==> src/rtl/trace_rule_matcher_if.sv <==
// Trace byte stream in, per-packet compare result out.
// Result signals are driven by the matcher; trace signals by the capture front-end.
// No backpressure: one byte may be presented every cycle.
interface trace_rule_matcher_if #(
  parameter int pNUM_RULES = 8
);
  logic [7:0]            trace_data;
  logic                  trace_valid;
  logic                  trace_start;
  logic                  trace_last;
  logic                  match_valid;
  logic [pNUM_RULES-1:0] match_hits;
  logic [2:0]            match_rule;

  modport master (
    output trace_data, trace_valid, trace_start, trace_last,
    input  match_valid, match_hits, match_rule
  );

  modport slave (
    input  trace_data, trace_valid, trace_start, trace_last,
    output match_valid, match_hits, match_rule
  );
endinterface

==> src/rtl/trace_rule_matcher.sv <==
// Packet assembly (up to pRULE_BYTES bytes) and pattern/mask compare against pNUM_RULES rules.
// Latency: result registered one cycle after the last byte is accepted.
// No backpressure: a byte is accepted every cycle trace_valid is high.
module trace_rule_matcher #(
  parameter int pNUM_RULES   = 8,
  parameter int pRULE_BYTES  = 8,
  parameter int pCOUNT_WIDTH = 16
) (
  input  logic                                trace_clk_i,
  input  logic                                reset_i,
  trace_rule_matcher_if.slave                 trace_if,
  input  logic [pNUM_RULES*8*pRULE_BYTES-1:0] pattern_flat_i,
  input  logic [pNUM_RULES*8*pRULE_BYTES-1:0] mask_flat_i,
  input  logic [pNUM_RULES-1:0]               pattern_enable_i,
  input  logic                                arm_i,
  input  logic                                clear_count_i,
  output logic                                trigger_out_o,
  output logic                                armed_o,
  output logic [pCOUNT_WIDTH-1:0]             match_count_o
);

  localparam int VW    = 8 * pRULE_BYTES;
  localparam int IDX_W = $clog2(pRULE_BYTES + 1);

  typedef enum logic {
    ST_IDLE    = 1'b0,
    ST_COLLECT = 1'b1
  } state_t;

  state_t                  state_q, state_d;
  logic [VW-1:0]           buf_q, buf_d;
  logic [IDX_W-1:0]        idx_q, idx_d;
  logic                    pkt_done;

  logic [pNUM_RULES-1:0]   hit_d;
  logic [2:0]              rule_d;
  logic                    any_hit;

  logic                    match_valid_q;
  logic [pNUM_RULES-1:0]   match_hits_q;
  logic [2:0]              match_rule_q;
  logic                    trigger_q;
  logic                    armed_q;
  logic [pCOUNT_WIDTH-1:0] match_count_q;

  // Assembly state, buffer and byte index.
  always_ff @(posedge trace_clk_i) begin
    if (reset_i) begin
      state_q <= ST_IDLE;
      buf_q   <= '0;
      idx_q   <= '0;
    end else begin
      state_q <= state_d;
      buf_q   <= buf_d;
      idx_q   <= idx_d;
    end
  end

  // Packet assembly: start always restarts, bytes past the buffer are dropped, last closes the packet.
  always_comb begin
    state_d  = state_q;
    buf_d    = buf_q;
    idx_d    = idx_q;
    pkt_done = 1'b0;
    if (trace_if.trace_valid) begin
      if (trace_if.trace_start) begin
        buf_d   = {trace_if.trace_data, {(VW-8){1'b0}}};
        idx_d   = IDX_W'(1);
        state_d = ST_COLLECT;
        if (trace_if.trace_last) begin
          pkt_done = 1'b1;
          state_d  = ST_IDLE;
        end
      end else if (state_q == ST_COLLECT) begin
        for (int b = 0; b < pRULE_BYTES; b++) begin
          if (idx_q == IDX_W'(b)) begin
            buf_d[VW-8-8*b +: 8] = trace_if.trace_data;
          end
        end
        if (idx_q < IDX_W'(pRULE_BYTES)) begin
          idx_d = idx_q + IDX_W'(1);
        end
        if (trace_if.trace_last) begin
          pkt_done = 1'b1;
          state_d  = ST_IDLE;
        end
      end
    end
  end

  // Per-rule compare on the packet as it stands including this cycle's byte.
  always_comb begin
    hit_d = '0;
    for (int r = 0; r < pNUM_RULES; r++) begin
      hit_d[r] = pattern_enable_i[r] &
                 (((buf_d ^ pattern_flat_i[r*VW +: VW]) & ~mask_flat_i[r*VW +: VW]) == '0);
    end
  end

  // Lowest-index hitting rule; zero when nothing hits.
  always_comb begin
    rule_d = '0;
    for (int r = pNUM_RULES - 1; r >= 0; r--) begin
      if (hit_d[r]) begin
        rule_d = 3'(r);
      end
    end
  end

  assign any_hit = |hit_d;

  // Registered results, one-shot trigger (arm beats the clearing match) and saturating counter.
  always_ff @(posedge trace_clk_i) begin
    if (reset_i) begin
      match_valid_q <= 1'b0;
      match_hits_q  <= '0;
      match_rule_q  <= '0;
      trigger_q     <= 1'b0;
      armed_q       <= 1'b0;
      match_count_q <= '0;
    end else begin
      match_valid_q <= pkt_done;
      if (pkt_done) begin
        match_hits_q <= hit_d;
        match_rule_q <= rule_d;
      end
      trigger_q <= pkt_done & any_hit & armed_q;
      if (arm_i) begin
        armed_q <= 1'b1;
      end else if (pkt_done & any_hit & armed_q) begin
        armed_q <= 1'b0;
      end
      if (clear_count_i) begin
        match_count_q <= '0;
      end else if (pkt_done & any_hit & (match_count_q != '1)) begin
        match_count_q <= match_count_q + pCOUNT_WIDTH'(1);
      end
    end
  end

  assign trace_if.match_valid = match_valid_q;
  assign trace_if.match_hits  = match_hits_q;
  assign trace_if.match_rule  = match_rule_q;
  assign trigger_out_o        = trigger_q;
  assign armed_o              = armed_q;
  assign match_count_o        = match_count_q;

endmodule

==> src/flat_wrapper.sv <==
// flat-port wrapper written by rule: the top's interface ports become plain ports
module trace_rule_matcher_flat 
#(
  parameter int pNUM_RULES   = 8,
  parameter int pRULE_BYTES  = 8,
  parameter int pCOUNT_WIDTH = 16
)
  (trace_clk_i, reset_i, pattern_flat_i, mask_flat_i, pattern_enable_i, arm_i, clear_count_i, trigger_out_o, armed_o, match_count_o, trace_if_trace_data, trace_if_trace_valid, trace_if_trace_start, trace_if_trace_last, trace_if_match_valid, trace_if_match_hits, trace_if_match_rule);
  trace_rule_matcher_if #(.pNUM_RULES(pNUM_RULES)) trace_if_i ();
  input  logic trace_clk_i;
  input  logic reset_i;
  input  logic [pNUM_RULES*8*pRULE_BYTES-1:0] pattern_flat_i;
  input  logic [pNUM_RULES*8*pRULE_BYTES-1:0] mask_flat_i;
  input  logic [pNUM_RULES-1:0] pattern_enable_i;
  input  logic arm_i;
  input  logic clear_count_i;
  output logic trigger_out_o;
  output logic armed_o;
  output logic [pCOUNT_WIDTH-1:0] match_count_o;
  input wire logic [$bits(trace_if_i.trace_data)-1:0] trace_if_trace_data;
  input wire logic [$bits(trace_if_i.trace_valid)-1:0] trace_if_trace_valid;
  input wire logic [$bits(trace_if_i.trace_start)-1:0] trace_if_trace_start;
  input wire logic [$bits(trace_if_i.trace_last)-1:0] trace_if_trace_last;
  output wire logic [$bits(trace_if_i.match_valid)-1:0] trace_if_match_valid;
  output wire logic [$bits(trace_if_i.match_hits)-1:0] trace_if_match_hits;
  output wire logic [$bits(trace_if_i.match_rule)-1:0] trace_if_match_rule;
  assign trace_if_i.trace_data = trace_if_trace_data;
  assign trace_if_i.trace_valid = trace_if_trace_valid;
  assign trace_if_i.trace_start = trace_if_trace_start;
  assign trace_if_i.trace_last = trace_if_trace_last;
  assign trace_if_match_valid = trace_if_i.match_valid;
  assign trace_if_match_hits = trace_if_i.match_hits;
  assign trace_if_match_rule = trace_if_i.match_rule;
  trace_rule_matcher #(.pNUM_RULES(pNUM_RULES), .pRULE_BYTES(pRULE_BYTES), .pCOUNT_WIDTH(pCOUNT_WIDTH)) u_core (.trace_clk_i(trace_clk_i), .reset_i(reset_i), .trace_if(trace_if_i), .pattern_flat_i(pattern_flat_i), .mask_flat_i(mask_flat_i), .pattern_enable_i(pattern_enable_i), .arm_i(arm_i), .clear_count_i(clear_count_i), .trigger_out_o(trigger_out_o), .armed_o(armed_o), .match_count_o(match_count_o));
endmodule
==> config.mk <==
export PLATFORM = sky130hd
export DESIGN_NAME = trace_rule_matcher_flat
export DESIGN_NICKNAME = d
export VERILOG_FILES = /design/src/rtl/trace_rule_matcher_if.sv /design/src/rtl/trace_rule_matcher.sv /design/src/flat_wrapper.sv
export SDC_FILE = /design/constraint.sdc
export NUM_CORES = 1
export LEC_CHECK = 0
export ABC_CLOCK_PERIOD_IN_PS = 5900
export CAP_MARGIN = 20
export CORE_AREA = 2 2 417 419
export DETAILED_ROUTE_END_ITERATION = 12
export DIE_AREA = 0 0 419 421
export HOLD_SLACK_MARGIN = 0.1
export SYNTH_ARGS = -nofsm -noshare
export SYNTH_HDL_FRONTEND = slang
export SYNTH_SLANG_ARGS = --single-unit
==> constraint.sdc <==
create_clock -name trace_clk_i -period 5.9 [get_ports trace_clk_i]
set_input_delay 1.475 -clock trace_clk_i [delete_from_list [all_inputs] [get_ports trace_clk_i]]
set_output_delay 1.475 -clock trace_clk_i [all_outputs]
set_load 0.02 [all_outputs]
# Word-level counts from Yosys, hierarchy flattened
# Index checks and enable logic that the tools add are counted.
[totals]
wordCells = 101
reg_bits = 99
out_inout_bits = 30
[op_classes]
n_eq_ne = 8
n_bitwise = 35
muxes = 31
n_reduce_logical = 15
add_sub_neg = 2
magnitude_cmp = 1
[op_table]
columns = ["operator", "n"]
rows = [
  ["64-bit bitwise AND", 8],
  ["64-bit logical NOT", 8],
  ["64-bit NOT", 8],
  ["64-bit XOR", 8],
  ["64-bit two-way mux", 3],
  ["8-bit two-way mux", 8],
  ["3-bit two-way mux", 8],
  ["16-bit by 1-bit adder with 16-bit output, second input constant", 1],
  ["4-bit by 3-bit == test with 1-bit output, second input constant", 4],
  ["16-bit != test, second input constant", 1],
  ["4-bit two-way mux", 3],
  ["1-bit bitwise AND", 11],
  ["1-bit two-way mux", 9],
  ["4-bit by 2-bit == test with 1-bit output, second input constant", 2],
  ["8-bit OR reduction", 1],
  ["2-bit nonzero test", 3],
  ["4-bit by 1-bit adder with 4-bit output, second input constant", 1],
  ["4-bit by 1-bit == test with 1-bit output, second input constant", 1],
  ["4-bit logical NOT", 1],
  ["4-bit less-than comparator, second input constant", 1],
  ["3-bit AND reduction", 1],
  ["2-bit OR reduction", 1],
]

# Depth between registers and ports, before layout
[logic_depth]
word_depth = 17
ltp_mapped = 18

# Least setup slack after synthesis
# OpenSTA, ideal clock, no wires.
[synth_path]
kind = "input to register"
start = "input trace_if_trace_valid"
end = "register u_core.match_count_q[10] (netlist: u_core.match_count_o[10])"
slack_ns = 1.031
n_path_buf = 5
path_stages = 17
arrival_ns = 4.737
cell_sequence = "buf_4 > nand2_1 > buf_4 > buf_2 > o211ai_2 > nand2_1 > xnor2_1 > o22ai_1 > nor4_1 > nand4_1 > or4_1 > nand4_2 > o211ai_4 > buf_6 > clkbuf_1 > o21ai_0 > a21oi_1"
[synth_via]
elab_chain_len = 8
word_cells_on_any_way = 37
classes_between = "2 x mux; 26 x bitwise; 9 x reduce/logical"
[synth_rtl]
columns = ["item", "line", "source"]
rows = [
  ["start, declared", "flat_wrapper.sv:21", "input wire logic [$bits(trace_if_i.trace_valid)-1:0] trace_if_trace_valid;"],
  ["64-bit two-way mux", "trace_rule_matcher.sv:65", "if (trace_if.trace_valid) begin"],
  ["64-bit XOR", "trace_rule_matcher.sv:96", "(((buf_d ^ pattern_flat_i[r*VW +: VW]) & ~mask_flat_i[r*VW +: VW]) == '0);"],
  ["64-bit bitwise AND", "trace_rule_matcher.sv:96", ""],
  ["64-bit logical NOT", "trace_rule_matcher.sv:96", ""],
  ["1-bit bitwise AND", "trace_rule_matcher.sv:95", "hit_d[r] = pattern_enable_i[r] &"],
  ["8-bit OR reduction", "trace_rule_matcher.sv:110", "assign any_hit = |hit_d;"],
  ["1-bit bitwise AND (*) (2 in a row)", "trace_rule_matcher.sv:135", "end else if (pkt_done & any_hit & (match_count_q != '1)) begin"],
  ["end signal, assigned", "trace_rule_matcher.sv:136", "match_count_q <= match_count_q + pCOUNT_WIDTH'(1);"],
  ["end, declared", "trace_rule_matcher.sv:44", "logic [pCOUNT_WIDTH-1:0] match_count_q;"],
]
# Mark *: on every way between the ends. The rest lies on a longest branch, timed or not.
# A chain may end at the register's enable or synchronous reset.

# Worst setup path in the final report
[layout_path]
start = "input trace_if_trace_start"
end = "register u_core.match_count_q[7] (netlist: u_core.match_count_o[7])"
[layout_via]
elab_chain_len = 9
word_cells_on_any_way = 39
classes_between = "4 x mux; 26 x bitwise; 9 x reduce/logical"
[layout_rtl]
columns = ["item", "line", "source"]
rows = [
  ["start, declared", "flat_wrapper.sv:22", "input wire logic [$bits(trace_if_i.trace_start)-1:0] trace_if_trace_start;"],
  ["64-bit two-way mux", "trace_rule_matcher.sv:66", "if (trace_if.trace_start) begin"],
  ["64-bit two-way mux", "trace_rule_matcher.sv:65", ""],
  ["64-bit XOR", "trace_rule_matcher.sv:96", ""],
  ["64-bit bitwise AND", "trace_rule_matcher.sv:96", ""],
  ["64-bit logical NOT", "trace_rule_matcher.sv:96", ""],
  ["1-bit bitwise AND", "trace_rule_matcher.sv:95", ""],
  ["8-bit OR reduction", "trace_rule_matcher.sv:110", ""],
  ["1-bit bitwise AND (*) (2 in a row)", "trace_rule_matcher.sv:135", ""],
]
# Marks and branches as above.

==> flow_summary.yaml <==
floorplanning:
  die_area_um2: 176000
  rows: 153
  start_util_pct: 7.03
  core_area_um2: 172000
  die_h_um: 421
  die_w_um: 419
  io_pins: 1077
cells_and_area:
  finalNonFillerCells: 5342
  syn_to_final_growth_pct: 153
  fin_nets: 3971
  final_util_pct: 17.8
  drive_gt1_share_pct: 18.5
route:
  vias: 20200
  finalWirelength_mm: 234
  drt-initial-drc-count: 1652
  avgViaCountPerCell: 3.79
  drc_errors: 0
  ant_nets: 0
  drtPass1Iterations: 5
  route.detailed.wl_per_inst_um: 43.8
critical_path:
  startpoint: "trace_if_trace_start"
  cp_slowest_cell: "or4_1"
  required_ns: 6.22
  reg2reg_slack_ns: 0.69
  max_stage_delay_ns: 0.62
  r2r-start: "u_core.idx_q[0]"
  cp_top_family: "simple AND/OR/NAND/NOR gates"
  crit_buf_inv: 5
  start_kind: "input pin"
  end_kind: "flop"
  cp.arrival_ns: 6.11
  path_cells: "clkdlybuf4s50_1 > buf_12 > a21bo_2 > buf_4 > or3_1 > nand2_2 > buf_4 > xnor2_4 > o22ai_1 > or4_1 > or4_4 > nand4_2 > buf_12 > o211ai_4 > or3_1 > a21oi_1"
  critPathKind: "input pin to flop"
  crit_fanout: 16
sta:
  clock.fmax_ghz: 0.173
  period_share_pct: 98.1
  tightest_slew_ns: 0.837
  rsz0062_at_grt: "false"
  relSlewSlack_pct: 43.6
  clock_skew_ns: 0.0194
  whs_ns: 0.456
  hold_viol: 0
  drv_slew: 0
  setup_slack_ns: 0.111
  setup_viol: 0
  min_period_ns: 5.79
yosys:
  synthXorXnorAreaFrac_pct: 35.9
  synth-seq-cells: 99
  synth_area_leaders: "xor2_1 22%, dfxtp_1 16%, xnor2_1 14%"
  synthSimpleGateAreaFrac_pct: 16.0
  yosysTopAreaCell: "xor2_1"
  synth_seq_area_share_pct: 16.4
  synth_common_cells: "304 x xor2_1, 223 x o22ai_1, 193 x xnor2_1"
  async_flop_share_pct: 0
  ys_types: 72
  synth_top_area_share_pct: 22.0
  synthAdderAreaFrac_pct: 0.516
  synthMuxAreaShare_pct: 2.54
  synth_top_family_by_area: "XOR/XNOR gates"
  synth_compound_area_share_pct: 25.8
  syn_inst: 1476
  synth_flop_cell: "dfxtp_1"
  synth_area_um2: 12100
  synth_nets: 2528
  yosysMostFrequentCell: "xor2_1"
  synth_edf_count: 0
  yosysWarnings: 0
  postSynthAreaPerCell_um2: 8.21
pwr:
  p_int_mw: 1.92
  power_frac_seq_pct: 23.0
  p_leak_nw: 10.3
  swShare_pct: 34.6
  combPwrFrac_pct: 54.5
  ir_drop_uv: 154
  switching_power_mw: 1.02
  clkPwrFrac_pct: 22.5
  powerDensity_nw_per_um2: 95.9
grt:
  grt_pass1_vias: 19200
  overflow: 0
  grt_max_degree: 59
  antenna_found_initial: 372
  grt_pass1_wl_mm: 275
  grt.total_usage_pct: 25.5
cts:
  path_clk_slew_ns: 0.08
  clock_latency_ns: 0.40
  ctsRootBufferMaster: "clkbuf_16"
  cts.htree.levels: 3
  cts_tree: "yes"
  cts_made_buffers: 9
  clk_path_buf_depth: 2
  cts_sinks: 99
placed_design:
  portBuffers: 1076
  pre_cts_ws_ns: -1.40
  placed_cells: 5223
  hpwl_mm: 217
  gp_congestion: 1.06
hold_path:
  min_from: "u_core.trace_if.match_hits[5]"
  min-delay-path-class: "flop to flop"
run_status:
  outcome: "completed"
run:
  cap_violations: 0
-- layer usage --
| layer | track usage (%) | routed length, um | vias up |
|---|---|---|---|
| met5 | 0 | 581 | - |
| met2 | 46.2 | 119000 | 1349 |
| li1 | - | - | 8468 |
| met3 | 6.77 | 17300 | 594 |
| met1 | 27.6 | 85200 | 9746 |
| met4 | 10.9 | 12300 | 92 |
-- layout make-up --
| class | count | area (um^2) |
|---|---|---|
| Fill cell | 19300 | 142000 |
| Tap cell | 2325 | 2910 |
| Sequential cell | 99 | 1980 |
| Antenna cell | 93 | 233 |
| Clock inverter | 7 | 86.3 |
| Inverter | 12 | 45.0 |
| Timing Repair Buffer | 1490 | 15100 |
| Multi-Input combinational cell | 1307 | 10200 |
| Clock buffer | 9 | 225 |
-- cells in the final DEF, fill, tap and decap left out, types with 60 or more instances in the layout --
cell,synthesis,routed
buf_4,7,317
diode_2,0,93
a21oi_1,60,60
dfxtp_1,99,99
o22ai_1,223,223
xnor2_1,193,190
buf_12,0,94
xor2_1,304,300
nor2_1,75,75
clkdlybuf4s50_1,0,1074
-- logic make-up after synthesis --
kind of cell	after synthesis
and+or+nand+nor	357
adders and majority gates	5
DFF	99
xor gates and xnor gates	497
AOI/OAI and AO/OA	423
buffers and inverters	71
muxes	24
-- metrics by stage --
stage | TNS [ns] | total power [mW] | cell area [um^2]
after floorplan | 0 | 1.04 | 12100
after global placement | -27.15 | 2.28 | 29900
after detailed placement | -26.15 | 2.28 | 29900
after CTS | 0 | 2.95 | 30400
after global routing | 0 | 3.03 | 30600
final | 0 | 2.94 | 30700
-- power by group through the flow --
| stage | sequential [mW] | clock [mW] | combinational (mW) |
|---|---|---|---|
| after floorplan | 0.692 | 0 | 0.348 |
| after detailed placement | 0.692 | 0 | 1.58 |
| after global placement | 0.692 | 0 | 1.59 |
| after global routing | 0.677 | 0.694 | 1.66 |
| final | 0.677 | 0.664 | 1.60 |
| after CTS | 0.677 | 0.676 | 1.60 |
-- worst paths after layout --
kind / to / cells past startpoint
worst max-delay path: u_core.match_count_o[7] / 16
worst min-delay path: u_core.trace_if.match_hits[5] / 2
worst min register to register: u_core.trace_if.match_hits[5] / 2
worst max register to register: u_core.trace_if.match_rule[0] / 18
-- timing repair --
action,in CTS,in global routing
endpoints found under the setup margin,22,12
pin swaps,8,4
buffers inserted,9,1
resized for setup,19,6
cloned,0,1
hold buffers,0,0
-- tightest hold or removal path: cells and delay by family, from the launching register on --
kind | cells | cell delay, ns
flops | 1 | 0.32
simple gates | 1 | 0.05
compound gates | 1 | 0.05
-- sequential cells by signal (all words and copies together) (netlist names) --
signal                       flops
u_core.buf_q                    64
u_core.match_count_o            16
u_core.trace_if.match_hits       8
u_core.idx_q                     4
u_core.trace_if.match_rule       3
u_core.armed_o                   1
u_core.state_q                   1
u_core.trace_if.match_valid      1
u_core.trigger_out_o             1
(Power assumes the default switching activity.)
==> patch 1 (same flow settings) <==
Put one more register stage on the output `match_count_o`, cleared by the reset. The value now appears one clock later. The other outputs are not delayed to match.
--- a/src/rtl/trace_rule_matcher.sv
+++ b/src/rtl/trace_rule_matcher.sv
@@ -143,7 +143,13 @@
   assign trace_if.match_rule  = match_rule_q;
   assign trigger_out_o        = trigger_q;
   assign armed_o              = armed_q;
-  assign match_count_o        = match_count_q;
+  always_ff @(posedge trace_clk_i) begin
+    if (reset_i) begin
+      match_count_o <= '0;
+    end else begin
+      match_count_o <= match_count_q;
+    end
+  end
 
 endmodule
 
Behaviour: not the same (Yosys sat finds a counterexample within 4 cycles, from zero or initial values and one cycle with reset_i high).
==> patch 1 against the original RTL <==
- count of clock-buffer cells in the layout increased by 11
- sequential share of layout area is 0.33 points higher
- worst hold slack better by 0.0065 ns
- global-route usage is 2.0 points higher
- cell count rose by 8.9%
- cell area up 11%
- sequential power grew 16%
- area after synthesis increased by 20%
- critical path depth increased by 3
- clock skew shrank 0.0072 ns
- highest routed layer unchanged
- sequential cell count increased by 16
- routed wire length increased by 7.8%
- setup slack better by 0.075 ns
- power increased by 36%
==> patch 1: results (changes against the original RTL) <==
- Status: completed
- Worst-Skew Late Latency: 0.45 ns (+0.05 ns)
- H-tree Lvls: 4 (+1)
- Seq. pwr: 787 µW (+16%)
- Switching share of power: 0.368 (+0.0219)
- Largest net degree at the start of global routing: 74 (+25%)
- Clk pin slew, worst setup/hold paths: 0.06 ns (-0.02 ns)
- Multiplexer area fraction after synthesis: 0.0490 (+0.0236)
- Reg2Reg Depth: 19 (+1)
- Combinational power: 2090 µW (+31%)
- Initial DRC Count: 2679 (+62%)
- M1 WL: 101000 µm (+19%)
- Number of global-route vias before repair: 24100 (+25%)
- Synth top area cells: xor2_1, dfxtp_1, o22ai_1, xnor2_1, nor2_1
- Post-synthesis compound-gate area fraction: 0.253 (-0.00527)
- Leakage power total: 0.0117 µW (+14%)
- Number of nets in the layout: 4486 (+13%)
- Post-CTS Resized: 3 (-16)
- Synth Flop Type: dfxtp_1
- Register area share after synthesis: 0.158 (-0.00562)
- Top cells by count, synth: o22ai_1, xor2_1, nor2_1, xnor2_1, dfxtp_1
- Tot Pwr: 4000 µW (+36%)
- Fraction of layout cells with a size suffix above 1: 0.184 (-0.00104)
- Post-Synth Adder-Cell Area: 0.00429 (-0.000871)
- Top flop regs: u_core.buf_q: 64 flops, u_core.match_count_o: 16 flops, u_core.match_count_q: 16 flops
- Total Routing Usage GR: 0.275 (+0.0196)
- Slowest stage delay, CP: 0.51 ns (-0.11 ns)
- Initial antenna violation count: 153 (-59%)
- Worst EP arrival: 6.03 ns (-0.08 ns)
- DR WL met2: 114000 µm (-4.2%)
- Pre-CTS WS: -0.565 ns (+0.835 ns)
- Distinct cells, synth: 75 (+4.2%)
- Asr flop ratio synth: 0 (unchanged)
- Dpl cells: 5739 (+9.9%)
- Routing usage on met3: 0.0873 (+0.0196)
- XOR/XNOR Fraction of Synth Area: 0.281 (-0.0781)
- Final setup skew: 0.0121 ns (-0.00721 ns)
- # Post-CTS Setup Buffers: 0 (-9)
- Cell Area, Placed: 33200 µm² (+11%)
- DRT Pass-1 Iters: 6 (+1)
- CP delay by family, top: buffers and inverters
- Met3 wire len: 21500 µm (+24%)
- Maximum vdd drop: 212 µV (+38%)
- Syn_nets: 2941 (+16%)
- Post-DP HPWL: 233000 µm (+7.0%)
- Routability congestion estimate: 1.02 (-3.3%)
- Slowest-stage cell, CP: clkdlybuf4s50_1
- WL/cell: 43.3 µm (-1.1%)
- Global-route wire length before repair: 303000 µm (+10%)
- Crit Path Max Fanout: 17 (+1)
- Uppermost layer routed: met5
- Drt total wl: 252000 µm (+7.8%)
- Worst-Margin Slew: 1.03 ns (+0.190 ns)
- TritonCTS Buffers: 17 (+8)
==> patch 1: cell count changes in the layout (fill, tap and decap cells not counted), sizes merged, moves of 39 or more <==
cell and delta:
buf +87, diode -47, mux2i +48, nor2 +100, nor2b +47, nor4 +50
o22ai +91, xnor2 -39
==> patch 1: final cells by class <==
class	instances	area, µm²
Antenna cell	46	115
Clock buffer	20	457
Clock inverter	12	155
Fill cell	19200	139000
Inverter	19	71.3
Multi-Input combinational cell	1704	12500
Sequential cell	115	2300
Tap cell	2325	2910
Timing Repair Buffer	1577	15400
==> patch 1: final timing paths <==
| check | slack (ns) | endpoint | startpoint |
|---|---|---|---|
| hold reg to reg | 0.46 | u_core.buf_q[13] | u_core.buf_q[13] |
| setup reg to reg | 0.70 | u_core.match_count_q[9] | u_core.idx_q[0] |
| hold / removal | 0.46 | u_core.buf_q[13] | u_core.buf_q[13] |
| setup / recovery | 0.19 | u_core.match_count_q[9] | trace_if_trace_start |
==> patch 2 (same flow settings) <==
Without the edit above. `pNUM_RULES` is set to 8 in 3 places; all go to 4.
--- a/src/rtl/trace_rule_matcher_if.sv
+++ b/src/rtl/trace_rule_matcher_if.sv
@@ -2,7 +2,7 @@
 // Result signals are driven by the matcher; trace signals by the capture front-end.
 // No backpressure: one byte may be presented every cycle.
 interface trace_rule_matcher_if #(
-  parameter int pNUM_RULES = 8
+  parameter int pNUM_RULES = 4
 );
   logic [7:0]            trace_data;
   logic                  trace_valid;
--- a/src/rtl/trace_rule_matcher.sv
+++ b/src/rtl/trace_rule_matcher.sv
@@ -2,7 +2,7 @@
 // Latency: result registered one cycle after the last byte is accepted.
 // No backpressure: a byte is accepted every cycle trace_valid is high.
 module trace_rule_matcher #(
-  parameter int pNUM_RULES   = 8,
+  parameter int pNUM_RULES   = 4,
   parameter int pRULE_BYTES  = 8,
   parameter int pCOUNT_WIDTH = 16
 ) (
--- a/src/flat_wrapper.sv
+++ b/src/flat_wrapper.sv
@@ -1,7 +1,7 @@
 // flat-port wrapper written by rule: the top's interface ports become plain ports
 module trace_rule_matcher_flat 
 #(
-  parameter int pNUM_RULES   = 8,
+  parameter int pNUM_RULES   = 4,
   parameter int pRULE_BYTES  = 8,
   parameter int pCOUNT_WIDTH = 16
 )
Ports: changed (resized mask_flat_i, pattern_enable_i, pattern_flat_i and trace_if_match_hits); port bits go from 1077 to 557. The function was not compared with the original's and may differ.
==> patch 2 against the original RTL <==
- routed wire length is 41% lower
- worst hold slack improved by 0.0066 ns
- power decreased by 14%
- register-to-register slack gained 0.15 ns
- sequential cell count down 5
- non-clock buffer count shrank 515
- area after synthesis shrank 19%
- sequential share of layout area increased by 2.1 points
- cell area decreased by 29%
- cell count fell by 15%
- setup slack got worse by 0.083 ns
- synthesized cell count shrank 15%
- critical endpoint is now u_core.match_count_o[4]
==> patch 2: results (changes against the original RTL) <==
- Leakage power total: 0.00744 µW (-27%)
- Maximum vdd drop: 108 µV (-30%)
- Multiplexer area fraction after synthesis: 0.0632 (+0.0378)
- R2R Setup Slk: 0.84 ns (+0.15 ns)
- Min-Delay Startpoint: u_core.buf_q[1]
- Sequential cell area share: 0.0860 (+0.0214)
- Antenna Cells: 20 (-78%)
- Post-CTS Resized: 2 (-17)
- Status: completed
- Post-DP HPWL: 126000 µm (-42%)
- Critical path origin: trace_if_trace_valid
- Clock-net power: 645 µW (-3%)
- Global-route wire length before repair: 168000 µm (-39%)
- Number of nets in the layout: 2730 (-31%)
- Non-Filler Instances: 4544 (-15%)
- Cell Area, Placed: 21500 µm² (-28%)
- WL/cell: 30.3 µm (-31%)
- Multi-input logic portion of the cell area: 0.349 (+0.0185)
- Hold EP: u_core.buf_q[1]
- Initial DRC Count: 1525 (-7.7%)
- Post-synthesis compound-gate area fraction: 0.268 (+0.00988)
- Synth top area cells: dfxtp_1, xor2_1, o22ai_1, xnor2_1, mux2i_1
- Num sequential: 94 (-5.1%)
- Bufs w/o clock: 975 (-35%)
- Worst r2r src: u_core.state_q
- Tot Pwr: 2540 µW (-14%)
- Largest net degree at the start of global routing: 39 (-34%)
- Input/output buffers: 555 (-48%)
- Total Routing Usage GR: 0.150 (-0.105)
- Post-Synth Adder-Cell Area: 0.00635 (+0.00119)
- Slowest stage delay, CP: 0.52 ns (-0.10 ns)
- P per Cell Area: 116 nW/µm² (+21%)
- Reg2Reg Depth: 13 (-5)
- Count of multi-input gates: 1097 (-16%)
-- patch 2: cell types whose count changed after synthesis, sizes merged, moves of 9 or more --
cell / unedited run / this run
o22ai: 223 / 130
xnor2: 193 / 88
o2111ai: 3 / 14
nor2b: 22 / 43
xor2: 304 / 130
nor2: 75 / 113
or4: 17 / 8
mux2i: 20 / 59
o21ai: 35 / 61
nor3: 28 / 44
-- patch 2: tightest hold or removal path: cells and delay by family, from the launching register on --
kind	cells	cell delay, ns
compound gates	1	0.05
flops	1	0.31
simple gates	1	0.05
-- patch 2: routing by layer --
layer / wire (µm) / vias to the layer above / global-route usage / part of all wire
met4: 13100 / 6 / 0.125 / 0.095
met5: 35 / - / 0 / 0.00025
met2: 67000 / 893 / 0.260 / 0.49
met3: 7210 / 271 / 0.0196 / 0.052
li1: - / 6633 / - / -
met1: 50400 / 7468 / 0.161 / 0.37
